`config.mk`:
```
export PLATFORM = sky130hd
export DESIGN_NAME = adj_fifo_ctrl_flat
export DESIGN_NICKNAME = d
export VERILOG_FILES = /design/src/rtl/adj_fifo_ctrl_if.sv /design/src/rtl/adj_fifo_ctrl.sv /design/src/flat_wrapper.sv
export SDC_FILE = /design/constraint.sdc
export NUM_CORES = 1
export LEC_CHECK = 0
export ABC_AREA = 1
export CAP_MARGIN = 20
export CORE_MARGIN = 3
export CORE_UTILIZATION = 45
export DETAILED_ROUTE_END_ITERATION = 10
export PLACE_DENSITY_LB_ADDON = 0.12
export SLEW_MARGIN = 5
export SYNTH_ARGS = -nofsm -noshare
export SYNTH_HDL_FRONTEND = slang
export SYNTH_SLANG_ARGS = --single-unit
```
`constraint.sdc`:
```
create_clock -name rd_clk -period 6.2 [get_ports rd_clk]
set_input_delay 1.24 -clock rd_clk [delete_from_list [all_inputs] [get_ports rd_clk]]
set_output_delay 1.24 -clock rd_clk [all_outputs]
set_load 0.02 [all_outputs]
```
`src/rtl/adj_fifo_ctrl_if.sv`:
```
// Handshake and storage-port bundle between adj_fifo_ctrl and its producer, consumer and register array.
interface adj_fifo_ctrl_if #(
  parameter int unsigned DATA_LEN = 8,
  parameter int unsigned ADDR_LEN = 10
);
  logic                s_valid;
  logic                s_ready;
  logic [DATA_LEN-1:0] s_data;
  logic                m_valid;
  logic                m_ready;
  logic [DATA_LEN-1:0] m_data;
  logic                mem_wr_en;
  logic [ADDR_LEN-1:0] mem_addr_in;
  logic [DATA_LEN-1:0] mem_din;
  logic [ADDR_LEN-1:0] mem_addr_out;
  logic [DATA_LEN-1:0] mem_dout;

  // Environment side: producer, consumer and storage array.
  modport master (
    output s_valid, s_data, m_ready, mem_dout,
    input  s_ready, m_valid, m_data, mem_wr_en, mem_addr_in, mem_din, mem_addr_out
  );

  // Controller side.
  modport slave (
    input  s_valid, s_data, m_ready, mem_dout,
    output s_ready, m_valid, m_data, mem_wr_en, mem_addr_in, mem_din, mem_addr_out
  );
endinterface

```
`src/rtl/adj_fifo_ctrl.sv`:
```
// Pointer/flow-control front end for the adj_fifo register array: write port, read pointer
// and a one-entry registered output stage, all on rd_clk.
module adj_fifo_ctrl #(
  parameter int unsigned DEPTH     = 1024,
  parameter int unsigned THRESHOLD = 1000,
  parameter int unsigned DATA_LEN  = 8,
  parameter int unsigned ADDR_LEN  = 10
) (
  input  logic                rd_clk,
  input  logic                rst,
  input  logic                flush,
  adj_fifo_ctrl_if.slave      bus,
  output logic [ADDR_LEN:0]   level,
  output logic                almost_full,
  output logic                empty,
  output logic                overflow_err
);

  localparam int unsigned CNT_W = ADDR_LEN + 1;

  logic [ADDR_LEN-1:0] wr_ptr;
  logic [ADDR_LEN-1:0] rd_ptr;
  logic [CNT_W-1:0]    cnt;
  logic                m_valid_q;
  logic [DATA_LEN-1:0] m_data_q;
  logic                ovf_q;

  logic s_ready_c;
  logic push_c;
  logic load_c;

  function automatic logic [ADDR_LEN-1:0] ptr_next(input logic [ADDR_LEN-1:0] p);
    return (p == ADDR_LEN'(DEPTH - 1)) ? '0 : p + ADDR_LEN'(1);
  endfunction

  // Load decisions use cnt before this cycle's push, so a word is never read in its write cycle.
  always_comb begin
    s_ready_c = (cnt < CNT_W'(DEPTH)) & ~flush & ~rst;
    push_c    = bus.s_valid & s_ready_c;
    load_c    = (cnt != '0) & (~m_valid_q | bus.m_ready);
  end

  always_ff @(posedge rd_clk) begin
    if (rst) begin
      wr_ptr    <= '0;
      rd_ptr    <= '0;
      cnt       <= '0;
      m_valid_q <= 1'b0;
      m_data_q  <= '0;
      ovf_q     <= 1'b0;
    end else if (flush) begin
      wr_ptr    <= '0;
      rd_ptr    <= '0;
      cnt       <= '0;
      m_valid_q <= 1'b0;
      ovf_q     <= 1'b0;
    end else begin
      if (push_c) wr_ptr <= ptr_next(wr_ptr);
      if (load_c) begin
        m_data_q  <= bus.mem_dout;
        m_valid_q <= 1'b1;
        rd_ptr    <= ptr_next(rd_ptr);
      end else if (m_valid_q && bus.m_ready) begin
        m_valid_q <= 1'b0;
      end
      cnt <= cnt + CNT_W'(push_c) - CNT_W'(load_c);
      if (bus.s_valid && !s_ready_c) ovf_q <= 1'b1;
    end
  end

  assign bus.s_ready      = s_ready_c;
  assign bus.mem_wr_en    = push_c;
  assign bus.mem_addr_in  = wr_ptr;
  assign bus.mem_din      = bus.s_data;
  assign bus.mem_addr_out = rd_ptr;
  assign bus.m_valid      = m_valid_q;
  assign bus.m_data       = m_data_q;

  // Occupancy counts the output stage, so it can reach DEPTH+1.
  assign level        = cnt + CNT_W'(m_valid_q);
  assign almost_full  = (level >= CNT_W'(THRESHOLD));
  assign empty        = (level == '0);
  assign overflow_err = ovf_q;

endmodule

```
`src/flat_wrapper.sv`:
```
// flat-port wrapper written by rule: the top's interface ports become plain ports
module adj_fifo_ctrl_flat 
#(
  parameter int unsigned DEPTH     = 1024,
  parameter int unsigned THRESHOLD = 1000,
  parameter int unsigned DATA_LEN  = 8,
  parameter int unsigned ADDR_LEN  = 10
)
  (rd_clk, rst, flush, level, almost_full, empty, overflow_err, bus_s_valid, bus_s_data, bus_m_ready, bus_mem_dout, bus_s_ready, bus_m_valid, bus_m_data, bus_mem_wr_en, bus_mem_addr_in, bus_mem_din, bus_mem_addr_out);
  adj_fifo_ctrl_if #(.DATA_LEN(DATA_LEN), .ADDR_LEN(ADDR_LEN)) bus_i ();
  input  logic rd_clk;
  input  logic rst;
  input  logic flush;
  output logic [ADDR_LEN:0] level;
  output logic almost_full;
  output logic empty;
  output logic overflow_err;
  input wire logic [$bits(bus_i.s_valid)-1:0] bus_s_valid;
  input wire logic [$bits(bus_i.s_data)-1:0] bus_s_data;
  input wire logic [$bits(bus_i.m_ready)-1:0] bus_m_ready;
  input wire logic [$bits(bus_i.mem_dout)-1:0] bus_mem_dout;
  output wire logic [$bits(bus_i.s_ready)-1:0] bus_s_ready;
  output wire logic [$bits(bus_i.m_valid)-1:0] bus_m_valid;
  output wire logic [$bits(bus_i.m_data)-1:0] bus_m_data;
  output wire logic [$bits(bus_i.mem_wr_en)-1:0] bus_mem_wr_en;
  output wire logic [$bits(bus_i.mem_addr_in)-1:0] bus_mem_addr_in;
  output wire logic [$bits(bus_i.mem_din)-1:0] bus_mem_din;
  output wire logic [$bits(bus_i.mem_addr_out)-1:0] bus_mem_addr_out;
  assign bus_i.s_valid = bus_s_valid;
  assign bus_i.s_data = bus_s_data;
  assign bus_i.m_ready = bus_m_ready;
  assign bus_i.mem_dout = bus_mem_dout;
  assign bus_s_ready = bus_i.s_ready;
  assign bus_m_valid = bus_i.m_valid;
  assign bus_m_data = bus_i.m_data;
  assign bus_mem_wr_en = bus_i.mem_wr_en;
  assign bus_mem_addr_in = bus_i.mem_addr_in;
  assign bus_mem_din = bus_i.mem_din;
  assign bus_mem_addr_out = bus_i.mem_addr_out;
  adj_fifo_ctrl #(.DEPTH(DEPTH), .THRESHOLD(THRESHOLD), .DATA_LEN(DATA_LEN), .ADDR_LEN(ADDR_LEN)) u_core (.rd_clk(rd_clk), .rst(rst), .flush(flush), .bus(bus_i), .level(level), .almost_full(almost_full), .empty(empty), .overflow_err(overflow_err));
endmodule
```
==> summary.md, run 1 <==
| Metric | Value |
|---|---|
| CTS Buf Count | `5` |
| Max cap viols | `0` |
| CTS max path bufs | `2` |
| # IOs | `74` |
| Syn Area/Cell | `6.833 sq um` |
| Fin Clk Skew | `0.002405 ns` |
| # Post-CTS Setup Buffers | `0` |
| Initial core utilization | `0.4676` |
| Commonest non-fill, non-tap cell in the layout | `nand2_1` |
| Hold Path Stages | `2` |
| R2R Path Start | `u_core.cnt[4]$_SDFF_PP0_` |
| Drt pass-1 iters | `4` |
| Final Critical Period | `4.492 ns` |
| Vias in the first global route | `2411` |
| Reg-to-reg slack, setup | `3.17 ns` |
| WP data required | `4.96 ns` |
| Hold_ws | `0.4641 ns` |
| CTS tree | `yes` |
| Sequential share of the synthesized area | `0.2930` |
| Power per cell area | `398.1 mW/mm^2` |
| Adder-Cell Fraction of Synth Area | `0.1277` |
| CP Max Fanout | `16` |
| Clk_lat worst skew | `0.29 ns` |
| Gpl congestion | `0.8375` |
| Post-DRT Antenna Nets | `0` |
| Reg2Reg Depth | `20` |
| Cells after Synth | `410` |
| Ys async rst share | `0` |
| Endpoint type of the worst setup path | `primary output` |
| Final wirelength | `5.916 mm` |
| Largest net degree at the start of global routing | `23` |
| Die H | `84.90 um` |
| Hold_sp | `u_core.bus.m_data[1]$_SDFFE_PP0P_` |
| EDFF count, synth | `0` |
| Share of layout cells above drive strength 1 | `0.05195` |
| Kind of start point of the critical path | `primary input` |
| Synth Net Count | `459` |
| Fmax | `0.2226 GHz` |
| FF+latch count, synth | `41` |
| Post-Synth XOR/XNOR Area | `0.04377` |
| RSZ-0062 raised after global routing | `no` |
| Synth cell types | `33` |
| DRC violations left | `0` |
| Post-CTS sizing | `0` |
| Cts hold-fix bufs | `0` |
| Via count | `2554` |
| Antenna violations before repair | `0` |
| Antenna cells | `0` |
| Run status | `finished clean` |
| Die X | `84.90 um` |
| CTS Sinks | `41` |
| Buffers on Ports | `57` |
| Synthesis warning total | `0` |
| Combinational family with the most area after synthesis | `simple AND/OR/NAND/NOR gates` |
| VDD IR max | `0.2084 mV` |
| Synthesized area | `0.002801 sq mm` |
| Hold Path Sink | `u_core.bus.m_data[1]$_SDFFE_PP0P_` |
| Core ar. | `0.005991 sq mm` |
| Setup violations, final | `0` |
| Num rows | `28` |
| Commonest cells after routing, fill and taps aside | `nand2_1, nor2_1, clkdlybuf4s50_1, inv_1, dfxtp_1` |
| Setup Crit Path Kind | `in -> out` |
| Per-cell routed wire length | `11.02 um` |
| Slew HR | `0.7079` |
| CTS Root Cell | `clkbuf_8` |
| Measured slew at the worst slew-check pin | `0.4367 ns` |
| Multiplexer share of the synthesized area | `0` |
| Simple-gate share of the synthesized area | `0.3292` |
| Fin. max-slew vios | `0` |
| Tot GR Track Use | `0.1735` |
| Leakage | `0.001514 uW` |
| Clock edge transition at the registers on the reported setup and hold paths | `0.08 ns` |
| Die area | `0.007208 sq mm` |
| DP HPWL | `4.692 mm` |
| Fin util | `0.5764` |
| Total chip power | `1375 uW` |
| Class of the worst hold path | `reg -> reg` |
| Hold Fails Final Rpt | `0` |
| Via density | `4.756` |
| Synth-to-Final Area Change | `23.27%` |
| Tcrit/Tclk final | `0.7245` |
| CTS H-tree depth | `2` |
| Final TNS setup | `0 ns` |
| Nets | `510` |
| Gr ovfl total | `0` |
| Initial DRC count | `81` |
| WP data arrival | `3.25 ns` |
| R2R Path End | `u_core.cnt[10]$_SDFF_PP0_` |
| Synth Area in Compound Gates | `0.09335` |
| First-pass GRT wire length | `10.44 mm` |
| Ys flop type | `dfxtp_1` |
## final cells by class
type / count / area [sq um]
Timing Repair Buffer: 57 / 570.5
Multi-Input combinational cell: 298 / 1664
Fill cell: 549 / 2537
Clock buffer: 5 / 68.82
Clock inverter: 3 / 17.52
Sequential cell: 41 / 820.8
Tap cell: 75 / 93.84
Inverter: 58 / 217.7
## synthesized netlist by cell type (all sizes together), types with 3 or more instances
master	number	area, sq um
nand2	98	372.9
o21bai	4	41.29
nand3	29	170.2
xor2	13	113.9
ha	27	337.8
inv	57	214.0
nor2	76	330.3
nand4	3	18.77
dfxtp	41	820.8
o21ai	15	78.83
buf	12	95.08
a21oi	26	133.9
## logic make-up after synthesis
| family | after synthesis |
|---|---|
| adder cells (fa/ha/maj) | 28 |
| buffers and inverters | 71 |
| AND/OR/NAND/NOR | 210 |
| XOR/XNOR | 14 |
| flip-flops | 41 |
| AO/OA/AOI/OAI | 46 |
## stage by stage
step,area [sq um],cells,setup slack [ns]
2_1_floorplan,2801,410,2.856
3_3_place_gp,3367,529,1.689
3_5_place_dp,3367,529,1.647
4_1_cts,3453,537,1.653
5_1_grt,3453,537,1.536
6_report,3453,537,1.708
## per-layer routing
layer	vias to the layer above	part of all wire	GRT usage
met5	-	0	0
met4	0	0.010	0.04460
met3	6	0.044	0.03495
met2	46	0.47	0.2975
met1	1131	0.47	0.2230
li1	1371	-	-
## where the power goes
group	switching, uW	total (uW)	internal, uW
logic	512	837	326
clock network	97.8	176	77.8
registers	53.8	362	308
total	663	1370	712
## sequential cells by signal, indices dropped and copies added (netlist names)
register,cells
u_core.overflow_err,1
u_core.cnt,11
u_core.bus.m_valid,1
u_core.bus.m_data,8
u_core.bus.mem_addr_in,10
u_core.bus.mem_addr_out,10
## critical path, stage by stage
cell             delay [ns]
clkdlybuf4s50_1        0.62
nor2_8                 0.33
inv_1                  0.27
nor2_1                 0.17
clkdlybuf4s50_1        0.62
## worst max path at each step
| stage | from | end | cells after the start |
|---|---|---|---|
| floorplan | rst | bus_s_ready | 5 |
| global placement | rst | bus_s_ready | 5 |
| detailed placement | rst | bus_s_ready | 5 |
| CTS | rst | bus_s_ready | 5 |
| global route | rst | bus_s_ready | 5 |
| finish | rst | bus_s_ready | 5 |
(Power assumes the default switching activity.)
==> run 2, diff against run 1 <==
CORE_UTILIZATION = 44   (was 45)
clock period = 3.8 ns   (was 6.2 ns; I/O delays follow)
==> run 2 against run 1 <==
Design area grew 0.29%. Critical path depth grew 6. Non-clock buffer count grew 3. Via count grew 0.39%. Clock power grew 52%. Global-route usage grew 0.60 points. Highest routed layer unchanged. Clock skew grew 0.0046 ns. Largest cell class unchanged. Largest power group unchanged. Routed wire length grew 6.5%.
==> summary.md, run 2 (synthesis results as in run 1) <==
| Metric | Value |
|---|---|
| Run status | `finished clean` |
| Max cap viols | `0` |
| Setup Crit Path Kind | `reg -> out` |
| Tcrit/Tclk final | `0.8760` |
| Per-cell routed wire length | `11.72 um` |
| Commonest cells after routing, fill and taps aside | `nand2_1, nor2_1, clkdlybuf4s50_1, inv_1, dfxtp_1` |
| VDD IR max | `0.3179 mV` |
| Nets | `513` |
| CTS max path bufs | `2` |
| Worst path slowest cell | `clkdlybuf4s50_1` |
| Via density | `4.766` |
| Gr ovfl total | `0` |
| # IOs | `74` |
| Buffers on Ports | `57` |
| Setup violations, final | `0` |
| Fmax | `0.3004 GHz` |
| Die H | `85.79 um` |
| Post-DP Area | `0.003390 sq mm` |
| Worst Path Buf+Inv | `2` |
| Final wirelength | `6.303 mm` |
| RSZ-0062 raised after global routing | `no` |
| Fin Clk Skew | `0.006985 ns` |
| Measured slew at the worst slew-check pin | `0.3128 ns` |
| Synth-to-Final Area Change | `23.63%` |
| CP Cell Sequence | `ha_1 > ha_1 > nand2_1 > nor2_2 > nand2_1 > nand2_1 > nand2_1 > inv_1 > nand2_1 > nor2_1 > clkdlybuf4s50_1` |
| Register area | `820.8 sq um` |
| CTS Buf Count | `5` |
| Commonest non-fill, non-tap cell in the layout | `nand2_1` |
| Die X | `85.79 um` |
| WP data required | `3.04 ns` |
| Fin cells | `538` |
| CTS Sinks | `41` |
| Max reg flops | `11` |
| Power per cell area | `651.6 mW/mm^2` |
| Die area | `0.007360 sq mm` |
| Vias in the first global route | `2482` |
| Family with the most delay on the worst path | `simple AND/OR/NAND/NOR gates` |
| Final Critical Period | `3.329 ns` |
| Setup ws final | `0.4712 ns` |
| Leakage | `0.001524 uW` |
| Clk_lat worst skew | `0.29 ns` |
| Fin. max-slew vios | `0` |
| # Post-CTS Setup Buffers | `0` |
| Num rows | `28` |
| Gpl congestion | `0.8679` |
| CTS H-tree depth | `2` |
| Clock edge transition at the registers on the reported setup and hold paths | `0.07 ns` |
| Initial core utilization | `0.4649` |
| Drt pass-1 iters | `4` |
| Cts hold-fix bufs | `0` |
| CTS tree | `yes` |
| DP HPWL | `4.930 mm` |
| CP Max Fanout | `4` |
| Post-CTS sizing | `0` |
| WP data arrival | `2.57 ns` |
| Antenna violations before repair | `0` |
| Worst path max stage delay | `0.61 ns` |
| Antenna cells | `0` |
| Multi-input gate area | `0.001664 sq mm` |
| First-pass GRT wire length | `10.78 mm` |
| Most Frequent Cell on Critical Path | `nand2_1` |
| Via count | `2564` |
| Tot GR Track Use | `0.1795` |
| Hold Fails Final Rpt | `0` |
| Place WS | `0.4688 ns` |
| Final TNS setup | `0 ns` |
| Fill count | `574` |
| Kind of start point of the critical path | `register` |
| CTS Root Cell | `clkbuf_8` |
| Endpoint type of the worst setup path | `primary output` |
| DRC violations left | `0` |
| Post-route cell area | `0.003463 sq mm` |
| Slew HR | `0.7912` |
| Class of the worst hold path | `reg -> reg` |
| Post-DRT Antenna Nets | `0` |
| Initial DRC count | `123` |
| Share of layout cells above drive strength 1 | `0.05400` |
| Core ar. | `0.006026 sq mm` |
| Largest net degree at the start of global routing | `23` |
| Register name with the most flops | `u_core.cnt` |
| Placed cells | `532` |
## run 2: cell types whose count changed in the layout (fill, tap and decap cells not counted)
cell | previous run | this run
buf_4 | 0 | 3
clkinv_2 | 2 | 1
clkinvlp_4 | 1 | 0
## run 2: stage by stage
step / hold WS (ns) / total power [uW] / utilization
after floorplan: 0.5381 / 1636 / -
after global placement: 0.4477 / 1974 / 0.5625
after detailed placement: 0.4551 / 1995 / 0.5625
after CTS: 0.4693 / 2276 / 0.5748
after global routing: 0.4915 / 2489 / 0.5748
final: 0.4657 / 2257 / 0.5748
## run 2: power by group
part           internal, uW  switching [uW]  total (uW)
logic                   537             860        1400
clock network           121             147         268
registers               503            88.4         591
## run 2: final cells by class
class                      instances  share of cell area
clock buffer                       5             0.01987
clock inverter                     1            0.001445
inverter                          58             0.06286
multi-input combinational        298              0.4805
sequential                        41              0.2370
tap                               75             0.02710
timing repair buffer              60              0.1712
## run 2: metal layers
metal / up-vias / routed length, um / share of wire / GRT usage
met4: 0 / 91 / 0.014 / 0.06619
met3: 9 / 247 / 0.039 / 0.03458
met2: 54 / 2961 / 0.47 / 0.3016
li1: 1377 / - / - / -
met1: 1124 / 3003 / 0.48 / 0.2282
met5: - / 0 / 0 / 0
## run 2: path summary, 6_finish.rpt
path | startpoint | end | slack (ns) | cells past startpoint
max | u_core.bus.m_valid$_SDFFE_PP0P_ | empty | 0.47 | 11
min | u_core.bus.m_data[6]$_SDFFE_PP0P_ | u_core.bus.m_data[6]$_SDFFE_PP0P_ | 0.47 | 2
max reg2reg | u_core.cnt[4]$_SDFF_PP0_ | u_core.cnt[10]$_SDFF_PP0_ | 0.70 | 20
min reg2reg | u_core.bus.m_data[6]$_SDFFE_PP0P_ | u_core.bus.m_data[6]$_SDFFE_PP0P_ | 0.47 | 2
## run 2: tightest hold or removal path, cell delays in order, from the launching register on
cell,delay [ns]
dfxtp_1,0.32
nand2_1,0.06
a21oi_1,0.05
==> run 3, diff against run 2 <==
GPL_TIMING_DRIVEN = 0   (was unset)
==> run 3 against run 2 <==
Critical path depth down 5. Clock skew decreased by 0.0011 ns. Register-to-register slack better by 0.03 ns. Global-route usage grew 0.35 points. Critical path type is now in -> out. Critical endpoint is now bus_s_ready. Largest cell class unchanged.
==> summary.md, run 3 (synthesis results as in run 1) <==
| Metric | Value |
|---|---|
| Run status | `finished clean` |
| Worst Setup SP | `flush` |
| CTS max path bufs | `2` |
| Clock edge transition at the registers on the reported setup and hold paths | `0.07 ns` |
| Gpl congestion | `0.8648` |
| Num rows | `28` |
| Hold_ws | `0.4665 ns` |
| Initial DRC count | `108` |
| CTS tree | `yes` |
| Setup violations, final | `0` |
| DP HPWL | `5.021 mm` |
| Via count | `2650` |
| Final TNS setup | `0 ns` |
| Max reg flops | `11` |
| Per-cell routed wire length | `11.38 um` |
| R2R Path Start | `u_core.cnt[4]$_SDFF_PP0_` |
| Share of layout cells above drive strength 1 | `0.07083` |
| Measured slew at the worst slew-check pin | `0.4373 ns` |
| Drt pass-1 iters | `4` |
| Cts hold-fix bufs | `0` |
| Buffers on Ports | `64` |
| Die area | `0.007360 sq mm` |
| Kind of start point of the critical path | `primary input` |
| CTS Root Cell | `clkbuf_8` |
| Power per cell area | `636.9 mW/mm^2` |
| Gr ovfl total | `0` |
| Antenna violations before repair | `0` |
| Commonest cells after routing, fill and taps aside | `nand2_1, nor2_1, clkdlybuf4s50_1, inv_1, dfxtp_1` |
| VDD IR max | `0.4118 mV` |
| Fmax | `0.2937 GHz` |
| WP data required | `3.04 ns` |
| Die X | `85.79 um` |
| Slew HR | `0.7085` |
| Hold Fails Final Rpt | `0` |
| WP data arrival | `2.65 ns` |
| Class of the worst hold path | `reg -> reg` |
| # IOs | `74` |
| Endpoint type of the worst setup path | `primary output` |
| Leakage | `0.001598 uW` |
| Highest Signal Layer | `met4` |
| Synth-to-Final Area Change | `28.85%` |
| Via density | `4.775` |
| Tcrit/Tclk final | `0.8961` |
| Post-DRT Antenna Nets | `0` |
| RSZ-0062 raised after global routing | `no` |
| Clk_lat worst skew | `0.29 ns` |
| Hold_sp | `u_core.bus.m_data[1]$_SDFFE_PP0P_` |
| Fin. max-slew vios | `0` |
| Setup Crit Path Kind | `in -> out` |
| Post-CTS sizing | `0` |
| DRC violations left | `0` |
| Nets | `530` |
| CP Max Fanout | `10` |
| Total chip power | `2299 uW` |
| CTS H-tree depth | `2` |
| Fin Clk Skew | `0.005922 ns` |
| Vias in the first global route | `2587` |
| Largest net degree at the start of global routing | `12` |
| Tot GR Track Use | `0.1830` |
| Metal2 WL | `2.906 mm` |
| Met1 WL | `3.004 mm` |
| Final wirelength | `6.315 mm` |
| Max cap viols | `0` |
| Final Critical Period | `3.405 ns` |
| Routed wl met3 | `318 um` |
| First-pass GRT wire length | `11.16 mm` |
| Die H | `85.79 um` |
| CTS Sinks | `41` |
| # Post-CTS Setup Buffers | `0` |
| Commonest non-fill, non-tap cell in the layout | `nand2_1` |
| Register name with the most flops | `u_core.cnt` |
| CTS Buf Count | `5` |
| Core ar. | `0.006026 sq mm` |
| Antenna cells | `0` |
| Initial core utilization | `0.4649` |
## run 3: worst paths after layout
path / endpoint / cells after the start / slack [ns]
setup / recovery: bus_s_ready / 6 / 0.39
hold / removal: u_core.bus.m_data[1]$_SDFFE_PP0P_ / 2 / 0.47
setup reg to reg: u_core.cnt[10]$_SDFF_PP0_ / 21 / 0.73
hold reg to reg: u_core.bus.m_data[1]$_SDFFE_PP0P_ / 2 / 0.47
## run 3: critical path, cell delays in order
cell	delay [ns]
clkdlybuf4s50_1	0.51
nor2_8	0.23
inv_1	0.12
clkbuf_1	0.24
nor2_1	0.16
clkdlybuf4s50_1	0.61
## run 3: power breakdown
group          internal (uW)  leakage (uW)  switching (uW)  total, uW
Combinational            574       0.00122             869       1440
Clock                    121     0.0000399             144        265
Sequential               503      0.000334            87.4        590
## run 3: final cells by class
cell class	instances	area [sq um]
Clock inverter	1	5.005
Multi-Input combinational cell	298	1664
Timing Repair Buffer	64	640.6
Buffer	13	98.84
Inverter	58	217.7
Tap cell	75	93.84
Sequential cell	41	820.8
Clock buffer	5	68.82
Fill cell	564	2416
## run 3: layer usage
metal	vias up	GRT usage
met3	9	0.03842
met4	0	0.05036
met2	62	0.3072
li1	1418	-
met1	1161	0.2378
met5	-	0
## run 3: metrics by stage
stage	area, sq um	utilization	setup WS (ns)	cells
global placement	3536	0.5868	0.3562	549
finish	3610	0.5990	0.3947	555
CTS	3610	0.5990	0.3645	555
detailed placement	3536	0.5868	0.3737	549
global route	3610	0.5990	0.2727	555
floorplan	2801	-	1.081	410
